File: src/rtl/hangman_pkg.sv
// Shared constants and types for the hangman game sequencer.
package hangman_pkg;

    localparam logic [2:0] S_SET    = 3'd0;
    localparam logic [2:0] S_GUESS  = 3'd1;
    localparam logic [2:0] S_CHECK  = 3'd2;
    localparam logic [2:0] S_SEND_L = 3'd3;
    localparam logic [2:0] S_SEND_S = 3'd4;
    localparam logic [2:0] S_WIN    = 3'd5;
    localparam logic [2:0] S_LOSE   = 3'd6;

    typedef enum logic [2:0] {
        SET    = S_SET,
        GUESS  = S_GUESS,
        CHECK  = S_CHECK,
        SEND_L = S_SEND_L,
        SEND_S = S_SEND_S,
        WIN    = S_WIN,
        LOSE   = S_LOSE
    } ctrl_state_t;

    localparam logic [7:0] ASCII_A = 8'h41;
    localparam logic [7:0] ASCII_Z = 8'h5A;

    localparam int unsigned STATUS_WIN    = 7;
    localparam int unsigned STATUS_LOSE   = 6;
    localparam int unsigned STATUS_HIT    = 5;
    localparam int unsigned STATUS_REPEAT = 4;

    function automatic logic is_upper(input logic [7:0] c);
        return (c >= ASCII_A) && (c <= ASCII_Z);
    endfunction

endpackage

File: src/rtl/hangman_letter_match.sv
// Parallel compare of one guessed letter against every word position.
module hangman_letter_match #(
    parameter int unsigned WORD_LEN = 5
) (
    input  logic [WORD_LEN-1:0][7:0] word,
    input  logic [7:0]               guess,
    output logic [WORD_LEN-1:0]      hit
);

    always_comb begin
        hit = '0;
        for (int unsigned i = 0; i < WORD_LEN; i++) begin
            hit[i] = (word[i] == guess);
        end
    end

endmodule

File: src/rtl/hangman_game_ctrl.sv
// Hangman game sequencer: word entry, guess checking and 2-byte result TX.
// Optional build macro REPEAT_GUESS_FILTER_EN: repeated guesses are flagged and not penalised.
module hangman_game_ctrl
    import hangman_pkg::*;
#(
    parameter int unsigned WORD_LEN     = 5,
    parameter int unsigned MAX_MISTAKES = 6
) (
    input  logic                clk,
    input  logic                Rst,
    input  logic                letter_valid,
    input  logic [7:0]          letter,
    input  logic                word_submit,
    input  logic                game_end,
    input  logic                tx_ready,
    output logic                tx_valid,
    output logic [7:0]          tx_data,
    output logic [3:0]          mistakes,
    output logic [WORD_LEN-1:0] correct_mask,
    output logic [2:0]          phase,
    output logic                win,
    output logic                lose
);

    localparam int unsigned    IDX_W    = $clog2(WORD_LEN + 1);
    localparam logic [IDX_W-1:0] IDX_FULL = IDX_W'(WORD_LEN);
    localparam logic [3:0]     MIS_MAX  = 4'(MAX_MISTAKES);

    logic [2:0]               state_q, state_d;
    logic [IDX_W-1:0]         idx_q, idx_d;
    logic [WORD_LEN-1:0][7:0] word_q, word_d;
    logic [7:0]               guess_q, guess_d;
    logic [WORD_LEN-1:0]      mask_q, mask_d;
    logic [3:0]               mistakes_q, mistakes_d;
    logic                     hit_q, hit_d;
    logic                     rep_q, rep_d;
    logic                     end_pend_q, end_pend_d;
    logic                     win_q, win_d;
    logic                     lose_q, lose_d;
    logic                     tx_valid_q, tx_valid_d;
    logic [7:0]               tx_data_q, tx_data_d;

    logic [WORD_LEN-1:0]      hit_vec;
    logic                     rep_c;
    logic                     win_c;
    logic                     lose_c;
    logic                     end_c;
    logic                     clr;
    logic [7:0]               status_c;

`ifdef REPEAT_GUESS_FILTER_EN
    logic [25:0]              used_q, used_d;
    logic [4:0]               guess_ofs;

    assign guess_ofs = 5'(guess_q - ASCII_A);
    assign rep_c     = used_q[guess_ofs];
`else
    assign rep_c     = 1'b0;
`endif

    hangman_letter_match #(
        .WORD_LEN (WORD_LEN)
    ) u_match (
        .word  (word_q),
        .guess (guess_q),
        .hit   (hit_vec)
    );

    assign win_c  = &mask_q;
    assign lose_c = (mistakes_q == MIS_MAX);
    assign end_c  = end_pend_q | game_end;

    // Status byte reflects the already-updated mask and mistake count.
    always_comb begin
        status_c                = 8'h00;
        status_c[3:0]           = mistakes_q;
        status_c[STATUS_REPEAT] = rep_q;
        status_c[STATUS_HIT]    = hit_q;
        status_c[STATUS_LOSE]   = lose_c;
        status_c[STATUS_WIN]    = win_c;
    end

    always_comb begin
        state_d    = state_q;
        idx_d      = idx_q;
        word_d     = word_q;
        guess_d    = guess_q;
        mask_d     = mask_q;
        mistakes_d = mistakes_q;
        hit_d      = hit_q;
        rep_d      = rep_q;
        end_pend_d = end_pend_q;
        win_d      = win_q;
        lose_d     = lose_q;
        tx_valid_d = tx_valid_q;
        tx_data_d  = tx_data_q;
`ifdef REPEAT_GUESS_FILTER_EN
        used_d     = used_q;
`endif
        clr        = 1'b0;

        // Abort is immediate except while a byte is on the wire.
        if (game_end && (state_q != S_SEND_L) && (state_q != S_SEND_S)) begin
            clr = 1'b1;
        end else begin
            case (state_q)
                S_SET: begin
                    if (word_submit) begin
                        if (idx_q == IDX_FULL) begin
                            state_d    = S_GUESS;
                            mask_d     = '0;
                            mistakes_d = '0;
`ifdef REPEAT_GUESS_FILTER_EN
                            used_d     = '0;
`endif
                        end
                    end else if (letter_valid && is_upper(letter) && (idx_q < IDX_FULL)) begin
                        for (int unsigned i = 0; i < WORD_LEN; i++) begin
                            if (idx_q == IDX_W'(i)) begin
                                word_d[i] = letter;
                            end
                        end
                        idx_d = idx_q + IDX_W'(1);
                    end
                end
                S_GUESS: begin
                    if (letter_valid && is_upper(letter)) begin
                        guess_d = letter;
                        state_d = S_CHECK;
                    end
                end
                S_CHECK: begin
                    mask_d = mask_q | hit_vec;
                    hit_d  = |hit_vec;
                    rep_d  = rep_c;
                    if (!(|hit_vec) && !rep_c && (mistakes_q < MIS_MAX)) begin
                        mistakes_d = mistakes_q + 4'd1;
                    end
`ifdef REPEAT_GUESS_FILTER_EN
                    used_d[guess_ofs] = 1'b1;
`endif
                    end_pend_d = 1'b0;
                    tx_valid_d = 1'b1;
                    tx_data_d  = guess_q;
                    state_d    = S_SEND_L;
                end
                S_SEND_L: begin
                    end_pend_d = end_c;
                    if (tx_ready) begin
                        if (end_c) begin
                            clr = 1'b1;
                        end else begin
                            tx_data_d = status_c;
                            state_d   = S_SEND_S;
                        end
                    end
                end
                S_SEND_S: begin
                    end_pend_d = end_c;
                    if (tx_ready) begin
                        if (end_c) begin
                            clr = 1'b1;
                        end else begin
                            tx_valid_d = 1'b0;
                            if (win_c) begin
                                win_d   = 1'b1;
                                state_d = S_WIN;
                            end else if (lose_c) begin
                                lose_d  = 1'b1;
                                state_d = S_LOSE;
                            end else begin
                                state_d = S_GUESS;
                            end
                        end
                    end
                end
                S_WIN, S_LOSE: begin
                    if (word_submit) begin
                        clr = 1'b1;
                    end
                end
                default: clr = 1'b1;
            endcase
        end

        // New game: everything back to the reset picture.
        if (clr) begin
            state_d    = S_SET;
            idx_d      = '0;
            word_d     = '0;
            guess_d    = '0;
            mask_d     = '0;
            mistakes_d = '0;
            hit_d      = 1'b0;
            rep_d      = 1'b0;
            end_pend_d = 1'b0;
            win_d      = 1'b0;
            lose_d     = 1'b0;
            tx_valid_d = 1'b0;
            tx_data_d  = '0;
`ifdef REPEAT_GUESS_FILTER_EN
            used_d     = '0;
`endif
        end
    end

    always_ff @(posedge clk) begin
        if (Rst) begin
            state_q    <= S_SET;
            idx_q      <= '0;
            word_q     <= '0;
            guess_q    <= '0;
            mask_q     <= '0;
            mistakes_q <= '0;
            hit_q      <= 1'b0;
            rep_q      <= 1'b0;
            end_pend_q <= 1'b0;
            win_q      <= 1'b0;
            lose_q     <= 1'b0;
            tx_valid_q <= 1'b0;
            tx_data_q  <= '0;
`ifdef REPEAT_GUESS_FILTER_EN
            used_q     <= '0;
`endif
        end else begin
            state_q    <= state_d;
            idx_q      <= idx_d;
            word_q     <= word_d;
            guess_q    <= guess_d;
            mask_q     <= mask_d;
            mistakes_q <= mistakes_d;
            hit_q      <= hit_d;
            rep_q      <= rep_d;
            end_pend_q <= end_pend_d;
            win_q      <= win_d;
            lose_q     <= lose_d;
            tx_valid_q <= tx_valid_d;
            tx_data_q  <= tx_data_d;
`ifdef REPEAT_GUESS_FILTER_EN
            used_q     <= used_d;
`endif
        end
    end

    assign tx_valid     = tx_valid_q;
    assign tx_data      = tx_data_q;
    assign mistakes     = mistakes_q;
    assign correct_mask = mask_q;
    assign phase        = state_q;
    assign win          = win_q;
    assign lose         = lose_q;

endmodule

File: config.mk
export PLATFORM = sky130hd
export DESIGN_NAME = hangman_game_ctrl
export DESIGN_NICKNAME = d
export VERILOG_FILES = /design/src/rtl/hangman_pkg.sv /design/src/rtl/hangman_letter_match.sv /design/src/rtl/hangman_game_ctrl.sv
export SDC_FILE = /design/constraint.sdc
export NUM_CORES = 1
export LEC_CHECK = 0
export CORE_MARGIN = 3
export CORE_UTILIZATION = 50
export DETAILED_ROUTE_END_ITERATION = 6
export GPL_ROUTABILITY_DRIVEN = 1
export GPL_TIMING_DRIVEN = 1
export PLACE_DENSITY = 0.85
export SLEW_MARGIN = 40
export SYNTH_ARGS = -nofsm -noshare
export SYNTH_HDL_FRONTEND = slang
export SYNTH_HIERARCHICAL = 1
export SYNTH_SLANG_ARGS = --single-unit
File: constraint.sdc
create_clock -name clk -period 1.9 [get_ports clk]
set_input_delay 0.19 -clock clk [delete_from_list [all_inputs] [get_ports clk]]
set_output_delay 0.19 -clock clk [all_outputs]
set_load 0.02 [all_outputs]
==> results of run 1 <==
## registers in the layout, summed over array words and instances, names as in the netlist
signal	cells
correct_mask	5
mistakes	4
end_pend_q	1
phase	3
guess_q	8
tx_data	8
word_q	40
hit_q	1
tx_valid	1
lose	1
win	1
idx_q	3
## stage by stage
stage	util, %	setup slack, ns	cells	total power, W	hold WS, ns
6_report	66.9	-0.177	591	0.00299	0.345
3_3_place_gp	62.9	-0.203	573	0.00181	0.451
3_5_place_dp	62.9	-0.282	573	0.00181	0.468
4_1_cts	65.5	-0.144	586	0.00300	0.486
5_1_grt	66.9	-0.270	591	0.00310	0.381
2_1_floorplan	-	-0.0452	402	0.00173	0.337
## cell usage after synthesis, types with 5 or more instances
| cell type | count |
|---|---|
| nor2_1 | 79 |
| dfxtp_1 | 76 |
| xnor2_1 | 42 |
| mux2i_1 | 32 |
| a21oi_1 | 19 |
| nand2_1 | 12 |
| buf_6 | 10 |
| nand4_1 | 10 |
| and2_1 | 8 |
| buf_2 | 8 |
| inv_1 | 8 |
| ha_1 | 7 |
| a211oi_1 | 6 |
| o21ai_0 | 6 |
| nor2_2 | 5 |
## logic make-up after synthesis
logic type	share of synthesized area, %
flip-flops	39.4
multiplexers	8.28
buffers and inverters	6.41
AO/OA/AOI/OAI	11.5
AND/OR/NAND/NOR	22.7
adder cells (fa/ha/maj)	2.27
XOR/XNOR	9.51
## power groups by stage
stage | clock [W] | combinational, W | sequential, W
detailed placement | 0 | 0.000182 | 0.00163
finish | 0.00121 | 0.000187 | 0.00159
global placement | 0 | 0.000178 | 0.00163
global route | 0.00131 | 0.000201 | 0.00159
floorplan | 0 | 0.0000959 | 0.00163
CTS | 0.00123 | 0.000183 | 0.00159
## timing repair
action	CTS	global route
endpoints found under the setup margin	4	28
pin swaps	5	5
resized for setup	17	9
setup buffers	0	5
## cells in the final DEF (no fill, tap or decap), types with 4 or more instances in the layout
| master | Yosys | routed |
|---|---|---|
| inv_1 | 8 | 8 |
| nand3_1 | 4 | 4 |
| buf_6 | 10 | 5 |
| buf_4 | 4 | 57 |
| o21ai_0 | 6 | 6 |
| ha_1 | 7 | 7 |
| xnor2_1 | 42 | 41 |
| dfxtp_2 | 0 | 7 |
| clkdlybuf4s50_1 | 0 | 31 |
| a211oi_1 | 6 | 6 |
| clkbuf_8 | 2 | 9 |
| nand2_1 | 12 | 12 |
| nand2b_1 | 4 | 4 |
| dfxtp_1 | 76 | 67 |
| mux2i_1 | 32 | 32 |
| nor2_1 | 79 | 77 |
| nor2b_1 | 4 | 4 |
| and2_1 | 8 | 8 |
| a21oi_1 | 19 | 19 |
| nand4_1 | 10 | 10 |
| dlymetal6s2s_1 | 0 | 5 |
| nor2_2 | 5 | 7 |
| nor3b_2 | 4 | 4 |
## worst max-delay path by stage
| stage | cells after the start | to | startpoint | slack, ns |
|---|---|---|---|---|
| finish | 9 | mistakes[1] | guess_q[3] | -0.18 |
| global route | 9 | mistakes[1] | guess_q[3] | -0.27 |
| CTS | 9 | mistakes[1] | guess_q[3] | -0.14 |
| detailed placement | 8 | mistakes[1] | guess_q[2] | -0.28 |
| global placement | 6 | word_q[36] | letter[1] | -0.20 |
| floorplan | 9 | mistakes[1] | guess_q[3] | -0.05 |
## layer usage
layer / vias to the layer above / global-route usage [%] / share of wire [%]
met1: 1507 / 26.4 / 42
met2: 121 / 39.1 / 51
met4: 0 / 7.46 / 1.4
met3: 14 / 5.37 / 6.0
met5: - / 0 / 0
li1: 1552 / - / -
## area by class of cell
cell class / instances / area (sq um) / share of cell area [%]
clock buffer: 9 / 124 / 2.51
clock inverter: 6 / 65.1 / 1.32
inverter: 8 / 30.0 / 0.609
multi-input combinational: 292 / 2130 / 43.2
sequential: 76 / 1540 / 31.2
tap: 99 / 124 / 2.51
timing repair buffer: 101 / 917 / 18.6
## critical path, cell delays in order (launching register included)
cell,delay (ns)
dfxtp_2,0.35
buf_6,0.12
xnor2_2,0.12
nand4_1,0.12
nor2_1,0.08
or4_4,0.53
a2111oi_4,0.21
o21ai_2,0.13
or2_0,0.22
a21oi_1,0.12
==> metrics.txt, run 1 <==
number of CTS-inserted buffers=9; final critical-path share of the clock period=109%; via-per-instance ratio=5.40; clock insertion delay at the later pin of the skew report=0.36 ns; post-detailed-placement half-perimeter wirelength=7.00 mm; Post-synth EDFFs=0; Data required, critical path=2.19 ns; # IOs=37; number of nets in the synthesized netlist=423; register share of total power=53.2%; share of synthesized flip-flops with an asynchronous set or reset=0%; Rel. slew slack=57.9%; hold path endpoint=word_q[27]; Period minus WS final=2.08 ns; number of buffers added to fix hold violations after cts=0; Cell Int Power=0.00227 W; power density normalized to cell area=607 nW/um^2; violated checks=setup timing; CTS tree=yes; total leakage power=around 1.8 nW; warnings from Yosys=6; maximum number of pins on one net before global-route repair=16; reg-to-reg critical path endpoint=mistakes[1]; Netlist cell types=55; R2R depth=9; antenna violations before repair=0; clock slew seen by the registers of the worst setup and hold paths=0.08 ns; average wire per cell in the routed design=approximately 16 microns; Synth top area share=39.4%; H-tree Lvls=3; placer's final routability congestion estimate=0.908; design area=4930 sq um; number of fill cells in the layout=593; horizontal die dimension=93.9 microns; library cell with the largest summed area after synthesis=dfxtp_1; Routed Wire Length=9.55 mm; detailed-route via count=between 3000 and 4000; slack of the worst reg-to-reg path=-0.18 ns; fraction of power consumed by combinational cells=roughly 6.3%; ratio of cells with drive above 1 in the final layout=25.2%; wire length of the first global-routing pass=15.0 mm; sequential cell area fraction in the yosys report=39.4%; per-instance average area after synthesis=9.62 sq um; worst vdd rail ir drop=405 uV; startpoint of the worst-slack reg-to-reg timing path=guess_q[3]; Hold Path Stages=4; cell row count=31; start-to-end type of the worst setup path=reg2reg; total congestion overflow=0; fraction of power consumed by the clock network=40.5%; Final Net Count=between 500 and 600; crit end category=register; Detail Route Antenna Nets=0; reported net switching power=0.000715 W; hold wc startpoint=letter[3]; drt first pass iters=4; Post-Syn Instances=roughly 400; data arrival time at the worst-slack endpoint=about 2.4 ns; Overall Global Routing Usage=22.3%; die footprint=8820 sq um; clock sink count=76; # Max-Cap Violations=0; final setup vio count=3; clock buffer depth=2; Switching Fraction=23.9%; Post-route DRC=0; predominant post-synthesis flop cell=dfxtp_1; Ant. Diodes=0; setup TNS after final layout=-0.426 ns; min setup slack post-route=-0.177 ns; initial drt markers=155; layout overhead on the synthesized area=27.4%; leading post-synthesis cells by cell area=dfxtp_1 (39%), xnor2_1 (9.5%), mux2i_1 (8.3%); cell area after placement=between 4000 and 5000 sq um; Initial Util=52.5%; number of global-route vias before repair=slightly above 3000; Hold Violations, Final=0; mapped cell area=3870 sq um; worst hold-check path type=in2reg; post-synthesis register bit count=76; RSZ-0062 raised after global routing=true; Buffers on Ports=36; die outline height=93.9 microns; actual transition at the worst max-transition pin=0.628 ns; core region area=7370 sq um; clock root cell=clkbuf_8; achievable clock frequency=482 MHz; final worst clock skew=0.0102 ns; worst-path maximum fanout=4; run status=complete, but fails checks; CP startpoint kind=register; final-report max-slew violation count=0
No activity file was read; power rests on OpenSTA's default activity.
==> run 2: changes to the inputs <==
CORE_UTILIZATION = 52   (was 50)
PLACE_DENSITY = 0.87   (was 0.85)
==> run 2 against run 1 <==
  * Die area shrank 3.6%
  * The flow still finishes with violations (setup timing)
  * Routed wire length grew 2.8%
  * Cell count shrank 2.0%
  * Critical path type unchanged
  * Register-to-register slack lost 0.02 ns
  * Non-clock buffer count shrank 9
  * Worst setup slack lost 0.016 ns
  * Largest power group unchanged
  * Sequential cell count is the same
  * Maximum frequency shrank 0.77%
  * Global-route usage grew 1.3 points
  * Critical path depth is the same
  * Worst hold slack gained 0.15 ns
  * Final area shrank 1.8%
==> metrics.txt, run 2 (synthesis results as in run 1) <==
horizontal die dimension=92.2 microns; Initial Util=55.4%; worst-path maximum fanout=4; crit end category=register; data arrival time at the worst-slack endpoint=2.38 ns; number of CTS-inserted buffers=9; # IOs=37; average wire per cell in the routed design=roughly 17 microns; Hold Violations, Final=0; Data required, critical path=2.18 ns; CP startpoint kind=register; kind of cell with the highest combined delay on the critical path=simple AND/OR/NAND/NOR gates; detailed-route via count=approximately 3200; wire length of the first global-routing pass=15.9 mm; Period minus WS final=2.09 ns; violated checks=setup timing; actual transition at the worst max-transition pin=0.599 ns; most common cell after layout, fill and taps aside=nor2_1; area occupied by multi-input gates=about 2100 sq um; clock buffer depth=2; drt first pass iters=5; setup TNS after final layout=-0.486 ns; clock root cell=clkbuf_8; RSZ-0062 raised after global routing=true; final-report max-slew violation count=0; Detail Route Antenna Nets=0; achievable clock frequency=478 MHz; Overall Global Routing Usage=23.6%; initial drt markers=137; clock insertion delay at the later pin of the skew report=0.35 ns; run status=complete, but fails checks; Reg with most FFs=word_q; core region area=6980 sq um; total leakage power=1.69 nW; number of global-route vias before repair=3350; die outline height=~92 microns; final critical-path share of the clock period=110%; Post-route DRC=0; die footprint=roughly 8500 sq um; sequential cell area=around 1500 sq um; number of fill cells in the layout=526; H-tree Lvls=3; clock sink count=76; placer's final routability congestion estimate=roughly 0.85; via-per-instance ratio=5.60; Buffers on Ports=36; start-to-end type of the worst setup path=reg2reg; maximum number of pins on one net before global-route repair=30; antenna violations before repair=0; cell area after placement=~4600 sq um; post-detailed-placement half-perimeter wirelength=7.12 mm; power density normalized to cell area=617 nW/um^2; worst hold-check path type=reg2reg; CP Cell Sequence=buf_6 -> xnor2_2 -> nand4_1 -> nor2_2 -> or4_4 -> a2111oi_4 -> o21ai_2 -> or2_0 -> a21oi_1; cell row count=30; CTS tree=yes; ratio of cells with drive above 1 in the final layout=about 24%; delay of the slowest cell on the worst path=0.56 ns; Final Net Count=500; total congestion overflow=0; clock slew seen by the registers of the worst setup and hold paths=0.09 ns; final worst clock skew=between 0.01 and 0.015 ns; layout overhead on the synthesized area=25.1%; Rel. slew slack=between 50% and 60%; highest-delay cell along the critical path=or4_4; highest-count cells in the layout ignoring fill and taps=nor2_1 (77), dfxtp_1 (67), buf_4 (52), xnor2_1 (39), clkdlybuf4s50_1 (36); flip-flop count of the largest register, all copies and words added=40; Routed Wire Length=9.82 mm; design area=4840 sq um; number of buffer and inverter instances along the worst setup path=1; final setup vio count=3; # Max-Cap Violations=0; worst vdd rail ir drop=around 440 uV; Ant. Diodes=0; min setup slack post-route=-0.193 ns
==> run 2: cell types whose count changed in the layout (fill, tap and decap cells not counted), sizes merged <==
| cell | change |
|---|---|
| buf | -9 |
| dlymetal6s2s | -5 |
| clkdlybuf4s50 | +5 |
==> run 2: power by group <==
part           switching, W  leakage, nW  internal (W)
clock              0.000616       0.0955      0.000602
combinational      0.000102        0.973     0.0000745
sequential       0.00000101        0.617       0.00159
==> run 2: timing repair <==
action,4_1_cts,5_1_grt
hold buffers,0,0
setup buffers,1,6
cloned,0,0
endpoints found under the setup margin,9,45
pin swaps,7,10
resized for setup,13,5
==> run 2: routing by layer <==
metal / track usage, % / part of all wire, % / up-vias
met4: 12.6 / 3.7 / 0
met1: 27.6 / 39 / 1555
li1: - / - / 1527
met2: 41.5 / 51 / 133
met3: 3.20 / 6.0 / 30
met5: 0 / 0 / -
==> run 2: area by class of cell <==
| class | count | area share [%] |
|---|---|---|
| Inverter | 8 | 0.621 |
| Multi-Input combinational cell | 292 | 44.2 |
| Clock inverter | 6 | 1.34 |
| Clock buffer | 9 | 2.56 |
| Tap cell | 96 | 2.48 |
| Timing Repair Buffer | 92 | 17.0 |
| Sequential cell | 76 | 31.8 |
==> run 2: worst paths after layout <==
check                  start           to  slack, ns  cells past startpoint
setup / recovery  guess_q[2]  mistakes[1]      -0.19                      9
hold / removal    word_q[13]   word_q[13]       0.49                      1
setup reg to reg  guess_q[2]  mistakes[1]      -0.19                      9
hold reg to reg   word_q[13]   word_q[13]       0.49                      1
==> run 2: metrics by stage <==
step / setup slack, ns / cells / hold slack (ns) / utilization, % / power, W
detailed placement: -0.325 / 563 / 0.466 / 66.5 / 0.00180
CTS: -0.180 / 576 / 0.491 / 69.0 / 0.00300
global placement: -0.196 / 563 / 0.450 / 66.5 / 0.00179
finish: -0.193 / 579 / 0.494 / 69.3 / 0.00298
global route: -0.260 / 579 / 0.510 / 69.3 / 0.00307
floorplan: -0.0452 / 402 / 0.337 / - / 0.00173
